--- src/rtl/cvm_sequencer.sv ---
// Run sequencer for the covariance-matrix datapath: warm-up, accumulation,
// readback of the upper-triangle elements and streaming of them as one frame.
module cvm_sequencer #(
  parameter int NCH    = 4,
  parameter int NT     = 2,
  parameter int RD_LAT = 1,
  parameter int WARM_W = 8
) (
  input  logic              clk,
  input  logic              reset,
  input  logic              cmd_start,
  input  logic              cmd_abort,
  input  logic              cfg_cont,
  input  logic [1:0]        cfg_sel,
  input  logic [11:0]       cfg_nstat,
  input  logic [WARM_W-1:0] cfg_warmup,
  output logic              cvm_start,
  output logic [1:0]        cvm_sel,
  output logic [11:0]       cvm_nstat,
  input  logic              cvm_ready,
  output logic [31:0]       cvm_rd_addr,
  input  logic [31:0]       cvm_rd_data,
  output logic              m_valid,
  input  logic              m_ready,
  output logic [31:0]       m_data,
  output logic [15:0]       m_index,
  output logic              m_last,
  output logic              busy,
  output logic              done,
  output logic [15:0]       frame_cnt
);

  localparam int MSIZE    = NT * NCH;
  localparam int ELEMENTS = (MSIZE * MSIZE + MSIZE) / 2;

  localparam logic [15:0] LAST_K   = 16'(ELEMENTS - 1);
  localparam logic [2:0]  LAT_INIT = 3'(RD_LAT - 1);

  localparam logic [2:0] S_IDLE  = 3'd0;
  localparam logic [2:0] S_WARM  = 3'd1;
  localparam logic [2:0] S_ACCUM = 3'd2;
  localparam logic [2:0] S_RADDR = 3'd3;
  localparam logic [2:0] S_RWAIT = 3'd4;
  localparam logic [2:0] S_OUT   = 3'd5;
  localparam logic [2:0] S_GAP   = 3'd6;

  logic [2:0]        state;
  logic [WARM_W-1:0] warm_cnt;
  logic [2:0]        lat_cnt;
  logic              gap_cnt;
  logic              cont_q;
  logic [15:0]       k;

  logic last_xfer;

  assign last_xfer = (state == S_OUT) && m_ready && (k == LAST_K);

  // Control outputs decode straight from the state register, so an abort or
  // reset drops them in the very cycle the state returns to IDLE.
  assign cvm_start = (state == S_ACCUM) || (state == S_RADDR) ||
                     (state == S_RWAIT) || (state == S_OUT);
  assign m_valid   = (state == S_OUT);
  assign m_last    = (state == S_OUT) && (k == LAST_K);
  assign m_index   = k;
  assign busy      = (state != S_IDLE);

  // NOTE: every register here is assigned with <= so all of them update from
  // the same pre-edge values; a blocking = would leak new values mid-block.
  always_ff @(posedge clk) begin
    if (reset) begin
      state       <= S_IDLE;
      warm_cnt    <= '0;
      lat_cnt     <= '0;
      gap_cnt     <= 1'b0;
      cont_q      <= 1'b0;
      k           <= '0;
      cvm_sel     <= '0;
      cvm_nstat   <= '0;
      cvm_rd_addr <= '0;
      m_data      <= '0;
      frame_cnt   <= '0;
      done        <= 1'b0;
    end else begin
      done <= 1'b0;

      if (state != S_IDLE && cmd_abort) begin
        // Abort wins over everything except a last beat already on the bus.
        state <= S_IDLE;
        if (last_xfer) begin
          frame_cnt <= frame_cnt + 16'd1;
        end
      end else begin
        case (state)
          S_IDLE: begin
            if (cmd_start && !cmd_abort) begin
              cvm_sel   <= cfg_sel;
              cvm_nstat <= cfg_nstat;
              cont_q    <= cfg_cont;
              if (cfg_warmup == '0) begin
                state <= S_ACCUM;
              end else begin
                warm_cnt <= cfg_warmup - WARM_W'(1);
                state    <= S_WARM;
              end
            end
          end

          S_WARM: begin
            if (warm_cnt == '0) begin
              state <= S_ACCUM;
            end else begin
              warm_cnt <= warm_cnt - WARM_W'(1);
            end
          end

          S_ACCUM: begin
            if (cvm_ready) begin
              k           <= '0;
              cvm_rd_addr <= '0;
              state       <= S_RADDR;
            end
          end

          S_RADDR: begin
            lat_cnt <= LAT_INIT;
            state   <= S_RWAIT;
          end

          S_RWAIT: begin
            if (lat_cnt == 3'd0) begin
              m_data <= cvm_rd_data;
              state  <= S_OUT;
            end else begin
              lat_cnt <= lat_cnt - 3'd1;
            end
          end

          S_OUT: begin
            if (m_ready) begin
              if (k == LAST_K) begin
                frame_cnt <= frame_cnt + 16'd1;
                gap_cnt   <= 1'b0;
                state     <= S_GAP;
              end else begin
                k           <= k + 16'd1;
                cvm_rd_addr <= {16'd0, k + 16'd1};
                state       <= S_RADDR;
              end
            end
          end

          S_GAP: begin
            if (gap_cnt) begin
              if (cont_q) begin
                state <= S_ACCUM;
              end else begin
                state <= S_IDLE;
                done  <= 1'b1;
              end
            end else begin
              gap_cnt <= 1'b1;
            end
          end

          default: state <= S_IDLE;
        endcase
      end
    end
  end

endmodule

--- config.mk ---
export PLATFORM = sky130hd
export DESIGN_NAME = cvm_sequencer
export DESIGN_NICKNAME = d
export VERILOG_FILES = /design/src/rtl/cvm_sequencer.sv
export SDC_FILE = /design/constraint.sdc
export NUM_CORES = 1
export LEC_CHECK = 0
export ABC_AREA = 1
export BUFFER_PORTS_ARGS = -buffer_cell sky130_fd_sc_hd__buf_2
export CORE_UTILIZATION = 46
export DETAILED_ROUTE_END_ITERATION = 16
export PLACE_DENSITY_LB_ADDON = 0.05
export SKIP_CTS_REPAIR_TIMING = 1
export SYNTH_ARGS = -nofsm -noshare
export SYNTH_HDL_FRONTEND = slang
export SYNTH_SLANG_ARGS = --single-unit
--- constraint.sdc ---
create_clock -name clk -period 1.74 [get_ports clk]
set_clock_uncertainty 0.1 [all_clocks]
set_input_delay 0.174 -clock clk [delete_from_list [all_inputs] [get_ports clk]]
set_output_delay 0.174 -clock clk [all_outputs]
set_load 0.02 [all_outputs]
# After elaboration in Yosys (flattened, before gate mapping)
# Cells that the tools add are included.
[totals]
input_bits = 61
reg_bits = 127
output_inout_bits = 115
elab_cells = 103
[classes]
reduce_logical = 31
mux = 33
n_addsub = 5
bitwise_logic = 3
eq_ne = 19
[op_table]
columns = ["cell", "count"]
rows = [
  ["$mux W16", 8],
  ["$mux W32", 3],
  ["$pmux W32 S2", 1],
  ["$add A16 B1 Y16 const B", 2],
  ["$pmux W16 S2", 1],
  ["$mux W3", 8],
  ["$mux W8", 3],
  ["$pmux W3 S7", 1],
  ["$ne A2 B2 Y1 const B", 9],
  ["$eq A16 B6 Y1 const B", 1],
  ["$logic_not A8 Y1", 2],
  ["$pmux W8 S2", 1],
  ["$sub A8 B1 Y8 const B", 2],
  ["$reduce_bool A2 Y1", 7],
  ["$reduce_and A5 Y1", 2],
  ["$eq A3 B3 Y1 const B", 3],
  ["$reduce_and A3 Y1", 3],
  ["$reduce_and A4 Y1", 2],
  ["$eq A3 B2 Y1 const B", 2],
  ["$logic_not A3 Y1", 2],
  ["$ne A2 B1 Y1 const B", 3],
  ["$pmux W3 S2", 1],
  ["$reduce_and A6 Y1", 1],
  ["$logic_and A1 B1 Y1", 5],
  ["other kinds (11)", 18],
]

# Depth between registers and ports, before layout
# Gate-level depths: netlist of run 1.
[logic_depth]
word_depth = 5
ltp_mapped = 12
mapped_depth_nobuf = 12

# Least setup slack after synthesis of run 1
# OpenSTA, ideal clock, no wires.
[synth_timing]
path_kind = "register to register"
from = "register cvm_rd_addr[0] (netlist name)"
to = "register frame_cnt[0]"
setup_time_ps = 71
setup_slack_ps = -74
path_stages_with_launch = 9
period_less_slack_ps = 1814
arrival_ps = 1643
path_cell_list = "dfxtp_1 ha_1 nand3_1 nor2_1 nand4_2 inv_1 buf_2 nand2_1 a21oi_1"
[synth_lines]
columns = ["element", "line", "rtl"]
rows = [
  ["end signal: assignment", "90", "frame_cnt <= frame_cnt + 16'd1;"],
  ["end signal: assignment", "141", "frame_cnt <= frame_cnt + 16'd1;"],
  ["end: declaration", "30", "output logic [15:0] frame_cnt"],
]

==> qor.yml, run 1 <==
run_status:
  status: "finished with violations"
  violations: "hold timing, setup timing"
global_route:
  grt-ovfl-total: 0
  use_met3_pct: 5.52
  grt_use_total_pct: 24.8
  antenna_found_initial: 0
  grt_pass1_wl_um: 22500
  grt_pass1_vias: 4934
  busiest_layer: "met2"
  grt_use_met2_pct: 43.5
  gr-usage-met1_pct: 29.2
  grt_start_max_net_pins: 48
timing:
  finalSetupViolCount: 2
  hold_ws_ps: -36.9
  tns_ps: -166
  fin_crit_sh_pct: 107
  timing.final.ws_setup_ps: -114
  final_hold_viol_count: 3
  fin_crit_ps: 1850
  final_max_slew_viol_count: 0
  rsz0062_at_grt: "yes"
  max_freq_ghz: 0.539
cts:
  cts_max_level: 3
  clk_latency_ps: 380
  clkTransAtPathRegs_ps: 90
  cts_max_path_buffers: 2
  cts_tree: "yes"
  clock-sinks: 95
  cts_buffers: 9
  cts_root_buf: "clkbuf_8"
synthesis:
  syn_inst: 768
  synth_top_cell_by_area: "dfxtp_1"
  synth_simple_gate_area_share_pct: 34.3
  ys_ff_latch: 95
  synth_top_cell_area_share_pct: 37.9
  syn_avg_cell_area_um2: 6.53
  synth_mux_area_share_pct: 0
  synth-xor-area-share_pct: 3.66
  synth-compound-area-share_pct: 10.6
  synth_warnings: 0
  ys_seq_area_share_pct: 37.9
  ys_types: 29
  synth_fa_ha_area_share_pct: 1.25
  synth_area_leaders: "dfxtp_1 (38%), nor2_1 (13%), nand2_1 (12%)"
  netlist_area_um2: 5020
  synth_top_family_by_area: "simple AND/OR/NAND/NOR gates"
pwr:
  leakage_uw: 0.00338
  irDropWorstVdd_mv: 0.621
  p_int_uw: 3590
  power.density_nw_per_um2: 790
  seq_power_share_pct: 44.7
  p_sw_uw: 1950
  switching_share_pct: 35.2
  p_comb_share_pct: 31.0
  p_clk_share_pct: 24.3
  p_total_uw: 5540
route:
  drt-total-wl_um: 15000
  via_per_inst: 4.90
  drc: 0
  via_count: 5601
  drt_iter0_markers: 370
  firstDrtPassIters: 5
  ant_nets: 0
  wl_per_cell_um: 13.2
critical_path:
  crit_arrival_ps: 1580
  cp_common_cell: "buf_6"
  path_cells: "ha_4 -> nand4_1 -> nor2_2 -> nand3_4 -> buf_6 -> inv_2 -> buf_6"
  cp.required_ps: 1470
  reg2regPathDepth: 10
  path_max_fanout: 5
  reg2reg_to: "cvm_rd_addr[4]"
  cp-endpoint: "m_last"
  reg2reg_from: "state[1]"
  cp_slowest_cell: "dfxtp_2"
  cp-start-kind: "register"
  critPathMaxStageDelay_ps: 360
  r2r_slack_ps: 40
  cp-startpoint: "cvm_rd_addr[1]"
  end_kind: "primary output"
  critical_path_class: "register to primary output"
placed_design:
  dp_hpwl_um: 10300
  dp.cells: 1071
  gp_congestion: 0.871
  portBuffers: 159
  dp_slack_ps: -26.8
floorplan:
  rows: 37
  dieArea_um2: 11300
  io_pins: 176
  die_width_um: 106
  die_h_um: 106
  initial_utilization_pct: 48.0
  core_area_um2: 10500
finish:
  regArea_um2: 1910
  nFillCells: 947
  area_growth_pct: 39.8
  stdcell_count: 1143
  multiInputGateArea_um2: 2710
  fin_nets: 1069
  diodes: 0
  drive_above_1_share_pct: 28.0
hold_path:
  worst_hold_path_type: "primary input to register"
  min_path_cells: 3
flow_run:
  cap_viol_max_count: 0
-- kinds of logic (layout without fill, tap and decap cells) --
family / Yosys count / in the layout
other cells: 1 / 16
compound gates: 106 / 106
simple gates: 412 / 414
xor+xnor: 21 / 21
buf+inv: 128 / 350
flops: 95 / 95
fa+ha+maj: 5 / 5
-- power by group through the flow --
stage	Clock, uW	Combinational, uW	Sequential, uW
2_1_floorplan	0	942	2560
3_3_place_gp	0	1460	2490
3_5_place_dp	0	1460	2500
4_1_cts	1390	1470	2450
5_1_grt	1470	1930	2500
6_report	1350	1720	2480
-- worst min path at each step --
stage | from | end | slack, ps
2_1_floorplan | cvm_rd_data[0] | m_data[0] | 210
3_3_place_gp | cvm_rd_data[27] | m_data[27] | 300
3_5_place_dp | cvm_rd_data[21] | m_data[21] | 300
4_1_cts | cvm_rd_data[0] | m_data[0] | -100
5_1_grt | cfg_cont | cont_q | 9
6_report | cfg_nstat[0] | cvm_nstat[0] | -40
-- critical path, delay by kind of cell (launching register included) --
family / cells / cell delay (ps)
adders and majority gates: 1 / 160
and+or+nand+nor: 3 / 400
DFF: 1 / 360
buffers and inverters: 3 / 280
-- cell usage in the layout (no fill, tap or decap), types with 14 or more instances in the layout --
| cell | instances |
|---|---|
| nor2_1 | 161 |
| nand2_1 | 158 |
| buf_2 | 156 |
| dfxtp_1 | 89 |
| inv_1 | 66 |
| o21ai_0 | 57 |
| buf_4 | 51 |
| a21oi_1 | 44 |
| dlygate4sd3_1 | 44 |
| nand3_1 | 38 |
| xor2_1 | 16 |
| conb_1 | 16 |
| nand4_1 | 14 |
-- Yosys cell counts (all sizes together) --
cell,number
a21oi,46
buf,37
clkbuf,18
conb,1
dfxtp,95
ha,5
inv,73
nand2,167
nand3,41
nand3b,1
nand4,15
nor2,176
nor3,11
nor4,1
o21ai,59
o22ai,1
xnor2,5
xor2,16
-- sequential cells by signal, indices dropped and copies added (netlist names) --
name / flops
cvm_sel: 2
cont_q: 1
cvm_nstat: 12
cvm_rd_addr: 16
frame_cnt: 16
state: 3
m_data: 32
gap_cnt: 1
lat_cnt: 3
warm_cnt: 8
done: 1
-- stage by stage --
step	area, um2	utilization [%]
CTS	6270	59.9
detailed placement	6090	58.3
finish	7020	67.1
global placement	6090	58.3
global route	7020	67.1
floorplan	5080	-
-- routing by layer --
layer / routed length, um / vias up
li1: - / 2849
met1: 6320 / 2536
met2: 7570 / 191
met3: 873 / 25
met4: 277 / 0
met5: 0 / -
-- layout make-up --
| class | instances | area share, % |
|---|---|---|
| flip-flops and latches | 95 | 27.3 |
| inverters | 73 | 4.15 |
| clock inverters | 4 | 0.428 |
| multi-input cells | 562 | 38.6 |
| well taps | 136 | 2.43 |
| repair buffers | 262 | 25.1 |
| clock buffers | 11 | 2.01 |
No activity file was read; power rests on OpenSTA's default activity.
==> run 2, diff against run 1 <==
--- a/config.mk
+++ b/config.mk
@@ -10,6 +10,7 @@
 export CORE_UTILIZATION = 46
 export DETAILED_ROUTE_END_ITERATION = 16
 export PLACE_DENSITY_LB_ADDON = 0.05
+export RECOVER_POWER = 100
 export SKIP_CTS_REPAIR_TIMING = 1
 export SYNTH_ARGS = -nofsm -noshare
 export SYNTH_HDL_FRONTEND = slang
==> run 2 against run 1 <==
Against the previous run: the flow still finishes with violations (hold timing, setup timing); count of clock-buffer cells in the layout is the same; critical path depth is the same; die area unchanged; combinational power fell by 2%; non-clock buffer count is the same; worst setup slack better by 1.0 ps; register-to-register slack got worse by 70 ps; first-iteration DRC count decreased by 3.0%; sequential share of layout area rose by 0.52 points; clock power is essentially flat; largest cell class unchanged.
==> qor.yml, run 2 (same netlist as run 1, synthesis figures left out) <==
global_route:
  grt-ovfl-total: 0
  grt_pass1_vias: 4934
  grt_pass1_wl_um: 22500
  antenna_found_initial: 0
  grt_use_total_pct: 24.8
  grt_start_max_net_pins: 48
critical_path:
  cp.required_ps: 1470
  critical_path_class: "register to primary output"
  r2r_slack_ps: -30
  end_kind: "primary output"
  crit_arrival_ps: 1580
  reg2regPathDepth: 10
  path_max_fanout: 5
  cp-start-kind: "register"
  reg2reg_to: "cvm_rd_addr[4]"
  reg2reg_from: "state[1]"
finish:
  fin_nets: 1069
  drive_above_1_share_pct: 18.3
  top_register: "m_data"
  stdcell_count: 1143
  area_growth_pct: 37.1
  diodes: 0
  nFillCells: 996
  largest_register_ffs: 32
  mostFrequentLayoutCells: "nand2_1 (161), nor2_1 (161), clkbuf_1 (95)"
  reg.largest.list: "m_data (32), cvm_rd_addr (16), frame_cnt (16)"
  final_cell_area_um2: 6880
cts:
  cts_tree: "yes"
  clkTransAtPathRegs_ps: 90
  cts_max_level: 3
  cts_max_path_buffers: 2
  clock-sinks: 95
  clk_latency_ps: 380
  cts_root_buf: "clkbuf_8"
  cts_buffers: 9
placed_design:
  dp.cells: 1071
  placed_area_um2: 6090
  dp_hpwl_um: 10300
  portBuffers: 159
  dp_slack_ps: -26.8
  gp_congestion: 0.871
route:
  wl_per_cell_um: 13.2
  drt-total-wl_um: 15000
  firstDrtPassIters: 5
  drc: 0
  via_count: 5635
  drt_iter0_markers: 359
  ant_nets: 0
  via_per_inst: 4.93
hold_path:
  worst_hold_path_type: "primary input to register"
  worstHoldStart: "cfg_nstat[0]"
  whs_endpoint: "cvm_nstat[0]"
  min_path_cells: 3
timing:
  rsz0062_at_grt: "yes"
  timing.final.ws_setup_ps: -113
  final_hold_viol_count: 3
  finalSetupViolCount: 7
  hold_ws_ps: -35.6
  final_max_slew_viol_count: 0
  fin_crit_ps: 1850
  max_freq_ghz: 0.540
  fin_crit_sh_pct: 107
floorplan:
  rows: 37
  dieArea_um2: 11300
  io_pins: 176
  die_width_um: 106
  die_h_um: 106
  core_area_um2: 10500
  initial_utilization_pct: 48.0
pwr:
  p_clk_share_pct: 24.5
  leakage_uw: 0.00297
  power.density_nw_per_um2: 801
  seq_power_share_pct: 45.0
  p_comb_share_pct: 30.6
  switching_share_pct: 35.3
  p_sw_uw: 1950
  irDropWorstVdd_mv: 0.615
  p_total_uw: 5510
  p_int_uw: 3560
run_status:
  violations: "hold timing, setup timing"
  status: "finished with violations"
flow_run:
  cap_viol_max_count: 0
==> run 2: critical path, stage by stage (launching register included) <==
cell and delay, ps:
dfxtp_2 360, ha_4 160, nand4_1 90, nor2_2 210, nand3_4 110, buf_6 140, inv_2 40, buf_6 100
==> run 2: stage by stage <==
stage               TNS (ps)  utilization [%]
global placement           0             58.3
floorplan                  0                -
CTS                     -707             59.9
global route           -2850             65.8
detailed placement     -39.0             58.3
finish                  -276             65.8
==> run 2: metal layers <==
| layer | GRT usage, % | vias up | share of wire [%] |
|---|---|---|---|
| li1 | - | 2848 | - |
| met1 | 29.2 | 2576 | 42 |
| met2 | 43.5 | 186 | 51 |
| met3 | 5.52 | 25 | 5.8 |
| met4 | 10.3 | 0 | 1.8 |
| met5 | 0 | - | 0 |
==> run 2: power by group through the flow <==
stage	Combinational, uW	Sequential [uW]	Clock, uW
floorplan	942	2560	0
global placement	1460	2490	0
detailed placement	1460	2500	0
CTS	1470	2450	1390
global route	1890	2500	1470
finish	1680	2480	1350
==> run 2: layout make-up <==
type                            count  area, um2  share of cell area, %
Timing Repair Buffer              262       1640                   23.8
Sequential cell                    95       1910                   27.8
Clock inverter                      4       30.0                  0.436
Clock buffer                       11        141                   2.05
Tap cell                          136        170                   2.47
Inverter                           73        292                   4.24
Multi-Input combinational cell    562       2700                   39.2
==> run 2: worst max path at each step <==
stage / start / to / cells after the start
after floorplan: state[0] / warm_cnt[2] / 9
after global placement: state[0] / warm_cnt[3] / 9
after detailed placement: cvm_rd_addr[0] / frame_cnt[2] / 8
after CTS: cvm_rd_addr[0] / m_last / 7
after global routing: cvm_rd_addr[1] / m_last / 7
final: cvm_rd_addr[0] / m_last / 7
